File: config.mk
export PLATFORM = sky130hd
export DESIGN_NAME = imem_fetch_ctrl
export DESIGN_NICKNAME = d
export VERILOG_FILES = /design/src/rtl/imem_pkg.sv /design/src/rtl/imem_fetch_buf.sv /design/src/rtl/imem_fetch_ctrl.sv
export SDC_FILE = /design/constraint.sdc
export NUM_CORES = 1
export LEC_CHECK = 0
export CAP_MARGIN = 10
export CORE_AREA = 2 2 158 160
export DETAILED_ROUTE_END_ITERATION = 10
export DIE_AREA = 0 0 160 162
export PLACE_DENSITY_LB_ADDON = 0.05
export SYNTH_ARGS = -nofsm -noshare
export SYNTH_HDL_FRONTEND = slang
export SYNTH_SLANG_ARGS = --single-unit
export TNS_END_PERCENT = 1
File: constraint.sdc
create_clock -name clk -period 8.81 [get_ports clk]
set_clock_uncertainty 0.15 [all_clocks]
set_input_delay 1.762 -clock clk [delete_from_list [all_inputs] [get_ports clk]]
set_output_delay 1.762 -clock clk [all_outputs]
set_load 0.01 [all_outputs]
File: src/rtl/imem_pkg.sv
// Shared definitions for the instruction-fetch controller: address windows,
// controller states, buffer entry layout and the fetch-address legality check.
package imem_pkg;

    localparam logic [31:0] BOOT_BASE    = 32'h9fc0_0000;
    localparam logic [31:0] USER_BASE    = 32'h0040_0000;
    localparam logic [31:0] WINDOW_BYTES = 32'h0000_0400;

    typedef enum logic [1:0] {
        ST_IDLE = 2'd0,
        ST_RUN  = 2'd1,
        ST_HALT = 2'd2
    } fetch_state_e;

    typedef struct packed {
        logic [31:0] pc;
        logic [31:0] data;
        logic        err;
    } buf_entry_t;

    // A fetch address is legal when word-aligned and inside one of the two windows.
    function automatic logic pc_is_legal(input logic [31:0] pc);
        logic in_boot;
        logic in_user;
        in_boot = (pc >= BOOT_BASE) && (pc < (BOOT_BASE + WINDOW_BYTES));
        in_user = (pc >= USER_BASE) && (pc < (USER_BASE + WINDOW_BYTES));
        return (pc[1:0] == 2'b00) && (in_boot || in_user);
    endfunction

endpackage

File: src/rtl/imem_fetch_buf.sv
// Two-entry FIFO holding fetched instructions (or fault markers) for decode.
// The head entry is held in registers, so it stays stable while stalled.
module imem_fetch_buf
    import imem_pkg::*;
(
    input  logic       clk,
    input  logic       rst_n,
    input  logic       flush,
    input  logic       push,
    input  buf_entry_t wr_entry,
    input  logic       pop,
    output buf_entry_t head,
    output logic [1:0] count
);

    buf_entry_t mem_r [2];
    logic       rd_ptr_r;
    logic       wr_ptr_r;
    logic [1:0] count_r;
    logic       pop_ok_s;
    logic       push_ok_s;

    // Qualify pop with non-empty and push with room (a pop frees room when full).
    always_comb begin
        pop_ok_s  = pop && (count_r != 2'd0);
        push_ok_s = push && ((count_r != 2'd2) || pop_ok_s);
    end

    // Storage, pointers and occupancy; flush empties without touching storage.
    always_ff @(posedge clk or negedge rst_n) begin
        if (!rst_n) begin
            mem_r[0] <= '0;
            mem_r[1] <= '0;
            rd_ptr_r <= 1'b0;
            wr_ptr_r <= 1'b0;
            count_r  <= 2'd0;
        end else if (flush) begin
            rd_ptr_r <= 1'b0;
            wr_ptr_r <= 1'b0;
            count_r  <= 2'd0;
        end else begin
            if (push_ok_s) begin
                mem_r[wr_ptr_r] <= wr_entry;
                wr_ptr_r        <= ~wr_ptr_r;
            end
            if (pop_ok_s) begin
                rd_ptr_r <= ~rd_ptr_r;
            end
            case ({push_ok_s, pop_ok_s})
                2'b10:   count_r <= count_r + 2'd1;
                2'b01:   count_r <= count_r - 2'd1;
                default: count_r <= count_r;
            endcase
        end
    end

    assign head  = mem_r[rd_ptr_r];
    assign count = count_r;

endmodule

File: src/rtl/imem_fetch_ctrl.sv
// Instruction-fetch controller: issues reads to a 256-word synchronous
// instruction memory, buffers returned words in a 2-entry FIFO and presents
// them to decode with a valid/ready handshake. Illegal fetch addresses produce
// a single fault entry and halt fetching until a redirect.
// Optional build macro IMEM_FETCH_TRACE_EN adds a simulation-only transfer trace.
module imem_fetch_ctrl
    import imem_pkg::*;
#(
    parameter logic [31:0] RESET_PC  = 32'h9fc0_0000,
    parameter int          BUF_DEPTH = 2
) (
    input  logic        clk,
    input  logic        rst_n,
    output logic        imem_en,
    output logic [7:0]  imem_addr,
    input  logic [31:0] imem_rdata,
    input  logic        redirect_valid,
    input  logic [31:0] redirect_pc,
    output logic        inst_valid,
    input  logic        inst_ready,
    output logic [31:0] inst_pc,
    output logic [31:0] inst_data,
    output logic        inst_addr_err
);

    localparam logic [2:0] BUF_MAX = 3'(BUF_DEPTH);

    fetch_state_e state_r, state_nxt_s;
    logic [31:0]  pc_r, pc_nxt_s;
    logic [31:0]  inflight_pc_r, inflight_pc_nxt_s;
    logic         inflight_r, inflight_nxt_s;
    logic         issue_s;
    logic         push_s;
    logic         pop_s;
    logic         flush_s;
    logic         pc_legal_s;
    buf_entry_t   push_entry_s;
    buf_entry_t   head_s;
    logic [1:0]   count_s;
    logic [2:0]   occ_s;
    logic [2:0]   room_s;

    assign pc_legal_s = pc_is_legal(pc_r);
    assign pop_s      = inst_valid && inst_ready;
    // Committed slots (buffered + in flight) once this cycle's pop is accounted for.
    assign occ_s      = {1'b0, count_s} + {2'b00, inflight_r} - {2'b00, pop_s};
    assign room_s     = {1'b0, count_s} - {2'b00, pop_s};

    // Next-state, read issue and buffer-write decisions; redirect overrides all.
    always_comb begin
        state_nxt_s       = state_r;
        pc_nxt_s          = pc_r;
        inflight_nxt_s    = 1'b0;
        inflight_pc_nxt_s = inflight_pc_r;
        issue_s           = 1'b0;
        push_s            = 1'b0;
        push_entry_s      = '0;
        flush_s           = 1'b0;
        if (redirect_valid) begin
            flush_s     = 1'b1;
            pc_nxt_s    = redirect_pc;
            state_nxt_s = ST_RUN;
        end else begin
            if (inflight_r) begin
                push_s       = 1'b1;
                push_entry_s = '{pc: inflight_pc_r, data: imem_rdata, err: 1'b0};
            end else begin
                push_s = 1'b0;
            end
            case (state_r)
                ST_IDLE: state_nxt_s = ST_RUN;
                ST_RUN: begin
                    if (pc_legal_s && (occ_s < BUF_MAX)) begin
                        issue_s           = 1'b1;
                        pc_nxt_s          = pc_r + 32'd4;
                        inflight_nxt_s    = 1'b1;
                        inflight_pc_nxt_s = pc_r;
                    end else if (!pc_legal_s && !inflight_r && (room_s < BUF_MAX)) begin
                        // Fault waits for any in-flight word so ordering is kept.
                        push_s       = 1'b1;
                        push_entry_s = '{pc: pc_r, data: 32'h0000_0000, err: 1'b1};
                        state_nxt_s  = ST_HALT;
                    end else begin
                        state_nxt_s = ST_RUN;
                    end
                end
                ST_HALT: state_nxt_s = ST_HALT;
                default: state_nxt_s = ST_IDLE;
            endcase
        end
    end

    // Controller state, fetch pc and in-flight read tracking.
    always_ff @(posedge clk or negedge rst_n) begin
        if (!rst_n) begin
            state_r       <= ST_IDLE;
            pc_r          <= RESET_PC;
            inflight_r    <= 1'b0;
            inflight_pc_r <= 32'h0000_0000;
        end else begin
            state_r       <= state_nxt_s;
            pc_r          <= pc_nxt_s;
            inflight_r    <= inflight_nxt_s;
            inflight_pc_r <= inflight_pc_nxt_s;
        end
    end

    imem_fetch_buf u_buf (
        .clk      (clk),
        .rst_n    (rst_n),
        .flush    (flush_s),
        .push     (push_s),
        .wr_entry (push_entry_s),
        .pop      (pop_s),
        .head     (head_s),
        .count    (count_s)
    );

    assign imem_en       = issue_s;
    assign imem_addr     = pc_r[9:2];
    assign inst_valid    = (count_s != 2'd0);
    assign inst_pc       = head_s.pc;
    assign inst_data     = head_s.data;
    assign inst_addr_err = head_s.err;

`ifdef IMEM_FETCH_TRACE_EN
    // Simulation-only trace of every transfer accepted by decode.
    always @(posedge clk) begin
        if (rst_n && pop_s) begin
            if (head_s.err) begin
                $display("[%h] Invalid Address", head_s.pc);
            end else begin
                $display("[%h] %h", head_s.pc, head_s.data);
            end
        end
    end
`else
    // Default build carries no trace hooks.
`endif

endmodule

# --- After elaboration in Yosys (flattened, before gate mapping) ---
# Cells that the tools add are included.
word_totals:
  romBits: 0
  latch_bits: 0
  elab_cells: 98
  output_inout_bits: 75
  regBits: 201
  mem_bits_rw: 0
  input_bits: 68
  n_memories: 0
classes:
  n_mul: 0
  n_reduce_logical: 25
  add_sub_neg: 6
  div: 0
  bitwise: 6
  n_eq_ne: 6
  shift: 0
  order_cmp: 9
  n_mux: 33
op_table:
  columns: ["operator", "count"]
  rows:
  - ["65-bit two-way mux", 9]
  - ["130-bit bitwise mux", 1]
  - ["32-bit two-way mux", 3]
  - ["65-bit demux with 1-bit select", 1]
  - ["32-bit by 3-bit adder with 32-bit output, second input constant", 1]
  - ["32-bit by 23-bit greater-or-equal comparator with 1-bit output, second input constant", 1]
  - ["32-bit greater-or-equal comparator, second input constant", 1]
  - ["32-bit by 23-bit less-than comparator with 1-bit output, second input constant", 1]
  - ["32-bit less-than comparator, second input constant", 1]
  - ["1-bit two-way mux", 13]
  - ["1-bit logical AND", 10]
  - ["2-bit nonzero test", 5]
  - ["2-bit two-way mux", 4]
  - ["3-bit by 2-bit less-than comparator with 1-bit output, second input constant", 2]
  - ["2-bit case mux with 3 select lines", 1]
  - ["2-bit by 1-bit equality test with 1-bit output, second input constant", 2]
  - ["2-bit equality test, second input constant", 2]
  - ["2-bit greater-or-equal comparator, second input constant", 2]
  - ["2-bit logical NOT", 2]
  - ["1-bit inverter", 4]
  - ["1-bit inverter with 2-bit output", 2]
  - ["2-bit case mux with 2 select lines", 1]
  - ["2-bit AND reduction", 2]
  - ["2-bit by 1-bit adder with 3-bit output", 1]
  - ["11 further kinds", 13]

# --- Logic depth before layout (Yosys ltp) ---
logic_depth:
  depth_word: 15
  mapped_depth: 13
  depth_no_buf: 11

# --- Cells and area by module ---
# A second synthesis with hierarchy kept.
hier_totals:
  cells_unflattened: 667
  hier_area_um2: 9534.1
by_module_without_submodules:
  columns: ["mod", "cells_per_inst", "area_per_inst_um2", "seq_area_each_um2", "instances"]
  rows:
  - ["imem_fetch_buf", 371, 5952.0, 3353.2, 1]
  - ["imem_fetch_ctrl", 296, 3582.2, 1686.6, 1]

# --- Worst setup path after synthesis ---
# OpenSTA, ideal clock, no wires.
synth_timing:
  kind: "input to output"
  startpoint: "input port inst_ready"
  endpoint: "output port imem_en"
  required_time_ns: 6.898
  arrival_time_ns: 3.559
  path_slack_ns: 3.339
  stages: 9
  path_cell_list: "nand2_1 inv_1 ha_1 nand2b_1 fa_1 xnor2_1 nand3_1 clkbuf_1 nor3_1"
synth_via:
  elab_chain_cells: 7
synth_lines:
  columns: ["element", "line", "source"]
  rows:
  - ["start, declared", "imem_fetch_ctrl.sv:20", "input logic inst_ready,"]
  - ["1-bit logical AND", "imem_fetch_ctrl.sv:44", "assign pop_s = inst_valid && inst_ready;"]
  - ["3-bit by 1-bit subtractor with 3-bit output", "imem_fetch_ctrl.sv:46", "assign occ_s = {1'b0, count_s} + {2'b00, inflight_r} - {2'b00, pop_s};"]
  - ["3-bit by 2-bit less-than comparator with 1-bit output", "imem_fetch_ctrl.sv:73", "if (pc_legal_s && (occ_s < BUF_MAX)) begin"]
  - ["1-bit logical AND", "imem_fetch_ctrl.sv:73", null]
  - ["1-bit two-way mux", "imem_fetch_ctrl.sv:73", null]
  - ["1-bit two-way mux", "imem_fetch_ctrl.sv:70", "case (state_r)"]
  - ["1-bit two-way mux", "imem_fetch_ctrl.sv:59", "if (redirect_valid) begin"]
  - ["end, declared", "imem_fetch_ctrl.sv:14", "output logic imem_en,"]
# No other way between the ends.

# --- Final worst setup path ---
# Ends and elaborated chain as after synthesis.

==> results.ini <==
[cells_and_area]
nNetsFinal = 879
postLayoutCoreUtil_pct = 49.2
final_cell_mix = 192 x dfrtp_1, 145 x mux2_2, 140 x clkdlybuf4s50_1
seq_area_mm2 = 0.00504
drive_gt1_share_pct = 31.5
final_common_cell = dfrtp_1
syn_to_final_growth_pct = 23.8
multi_input_area_mm2 = 0.00421
n_antenna_cell = 0
fill_cells = 2161

[clock_network]
post_cts_resized = 0
cts_root_buf = clkbuf_16
cts_max_level = 1
cts_buffer_depth = 3
cts_tree = yes
cts_hold_buf = 0
cts-buffers-inserted = 23
cts.clk_slew.worst_paths_ns = 0.06
postCtsSetupBuffers = 0
cts_sinks = 201
clock_latency_ns = 0.50

[routing]
routed-via-count = 5901
drt_iter0_drc = 190
vias_per_cell = 5.15
postRouteWirelength_um = 21800
first_pass_iters = 4
drc = 0
avgRoutedWirePerCell_um = 19.0
ant_nets = 0

[critical_path]
worstReg2RegStart = u_buf.count[1]
startpoint_type = input port
slowest_delay_ns = 0.59
cp_num_buf_inv = 3
worstPathCellList = clkdlybuf4s50_1, nand2_1, inv_1, ha_1, nand2b_1, fa_1, xnor2_1, nand3_1, nor3_1, clkdlybuf4s50_1
crit_type = input port to output pin
crit_top_cell = clkdlybuf4s50_1
critPathTopFamily = buffers and inverters
critical_path_arrival_ns = 4.75
startpoint = inst_ready
critical_path.max_fanout = 12
critPathRequiredTime_ns = 6.90
cp-end-kind = output pin
critPathSlowestCell = clkdlybuf4s50_1

[logic_synthesis]
synth-seq-area-share_pct = 52.6
syn_inst = 685
async_reset_ff_share_pct = 100
syn-cell-area_mm2 = 0.00959
ys_top_cells_by_area = dfrtp_1 50%, mux2_2 17%, mux2_4 7.5%, mux2_1 4.3%, dfstp_2 2.2%
ys_seq_elements = 201
synth_top_cell_by_area = dfrtp_1
syn_nets = 758
yosys_most_used_dff = dfrtp_1
synth_edf_count = 0
synth_top_area_share_pct = 50.4
synth-warning-count = 0
ys_types = 52
synth_area_per_cell_um2 = 14.0

[hold_path]
hold_class = flop to flop
min_from = inflight_pc_r[22]

[sta]
worst_slew_pin_slew_ns = 1.07
fmax_mhz = 150
fin_crit_sh_pct = 75.6
relSlewSlack_pct = 28.5
hold_violations = 0
rsz0062_at_grt = false
slew_violations = 0
setup_viol = 0
min_period_ns = 6.66
fin_tns_setup_ns = 0
fin_ws_ns = 2.15

[pwr]
peakVddDrop_uv = 111
leakage_nw = 5.39
p_per_area_mw_per_mm2 = 240

[flow_run]
max_cap_viol_count = 0

[placed_design]
pre_cts_ws_ns = 2.13
place.gp.congestion = 0.736
numPortBuffers = 142
dp_hpwl_um = 13200

[run_status]
status = completed

[floorplanning]
die_x_um = 160
dieArea_mm2 = 0.0259
coreArea_mm2 = 0.0241
pin_count = 143
die_y_um = 162
rows = 57
initial_core_util_pct = 39.8

[global_routing]
grt_max_degree = 128
track_usage_pct = 16.9
grt_pass1_vias = 6476
antenna_found_initial = 0
grt_pass1_wl_um = 35400
grt_overflow = 0

[per-stage QoR]
stage / hold slack [ns] / total power, mW / instance area, um2 / instances
2_1_floorplan: 0.290 / 1.68 / 9590 / 685
3_3_place_gp: 0.303 / 1.97 / 11200 / 1105
3_5_place_dp: 0.306 / 2.00 / 11200 / 1105
4_1_cts: 0.322 / 2.90 / 11900 / 1146
5_1_grt: 0.334 / 3.01 / 11900 / 1146
6_report: 0.319 / 2.85 / 11900 / 1146
[Yosys cell counts (all sizes together) (3+ instances only)]
cell / instances
a2111oi: 4
a22o: 16
a32o: 14
and2: 33
buf: 25
clkbuf: 29
dfrtp: 193
dfstp: 8
ha: 4
inv: 9
mux2: 230
mux2i: 3
nand2: 9
nand2b: 8
nand3: 5
nand4: 4
nor2: 10
nor2b: 20
nor3: 6
nor3b: 3
nor4: 8
o21ai: 4
o31a: 10
or2: 4
[cell families after synthesis]
group	Yosys count	synth area share [%]
buf+inv	63	3.76
simple gates	119	7.54
fa+ha+maj	5	0.731
xor+xnor	3	0.274
flops	201	52.6
compound gates	61	5.90
mux	233	29.2
[report_power, final]
part | internal, mW | switching, mW | total [mW]
sequential | 1.06 | 0.124 | 1.19
combinational | 0.453 | 0.328 | 0.781
clock | 0.517 | 0.363 | 0.879
total | 2.03 | 0.814 | 2.85
[area by class of cell]
class | count | share of cell area [%]
inverter | 9 | 0.285
sequential | 201 | 42.5
tap | 324 | 3.42
timing repair buffer | 150 | 12.5
clock inverter | 5 | 0.264
multi-input combinational | 421 | 35.4
clock buffer | 36 | 5.60
[per-layer routing]
layer	track usage, %	wire [um]	vias up
li1	-	-	2708
met1	23.4	10200	3045
met2	28.2	10400	123
met3	2.63	814	25
met4	3.85	323	0
met5	0	0	-
[sequential cells by signal, indices dropped and copies added, names as in the netlist]
signal and cells:
inflight_pc_r 32, inflight_r 1, pc_r 32, state_r 2
u_buf.count 2, u_buf.mem_r 130, u_buf.rd_ptr_r 1, u_buf.wr_ptr_r 1
[path summary, 6_finish.rpt]
check                      slack, ns  cells after the start                 to
setup reg to reg                4.67                     12  inflight_pc_r[31]
max in group asynchronous       5.54                      2     u_buf.rd_ptr_r
hold reg to reg                 0.32                      1  inflight_pc_r[22]
min in group asynchronous       1.23                      1    u_buf.mem_r[88]
hold / removal                  0.32                      1  inflight_pc_r[22]
setup / recovery                2.15                     10            imem_en
No activity file was read; power rests on OpenSTA's default activity.
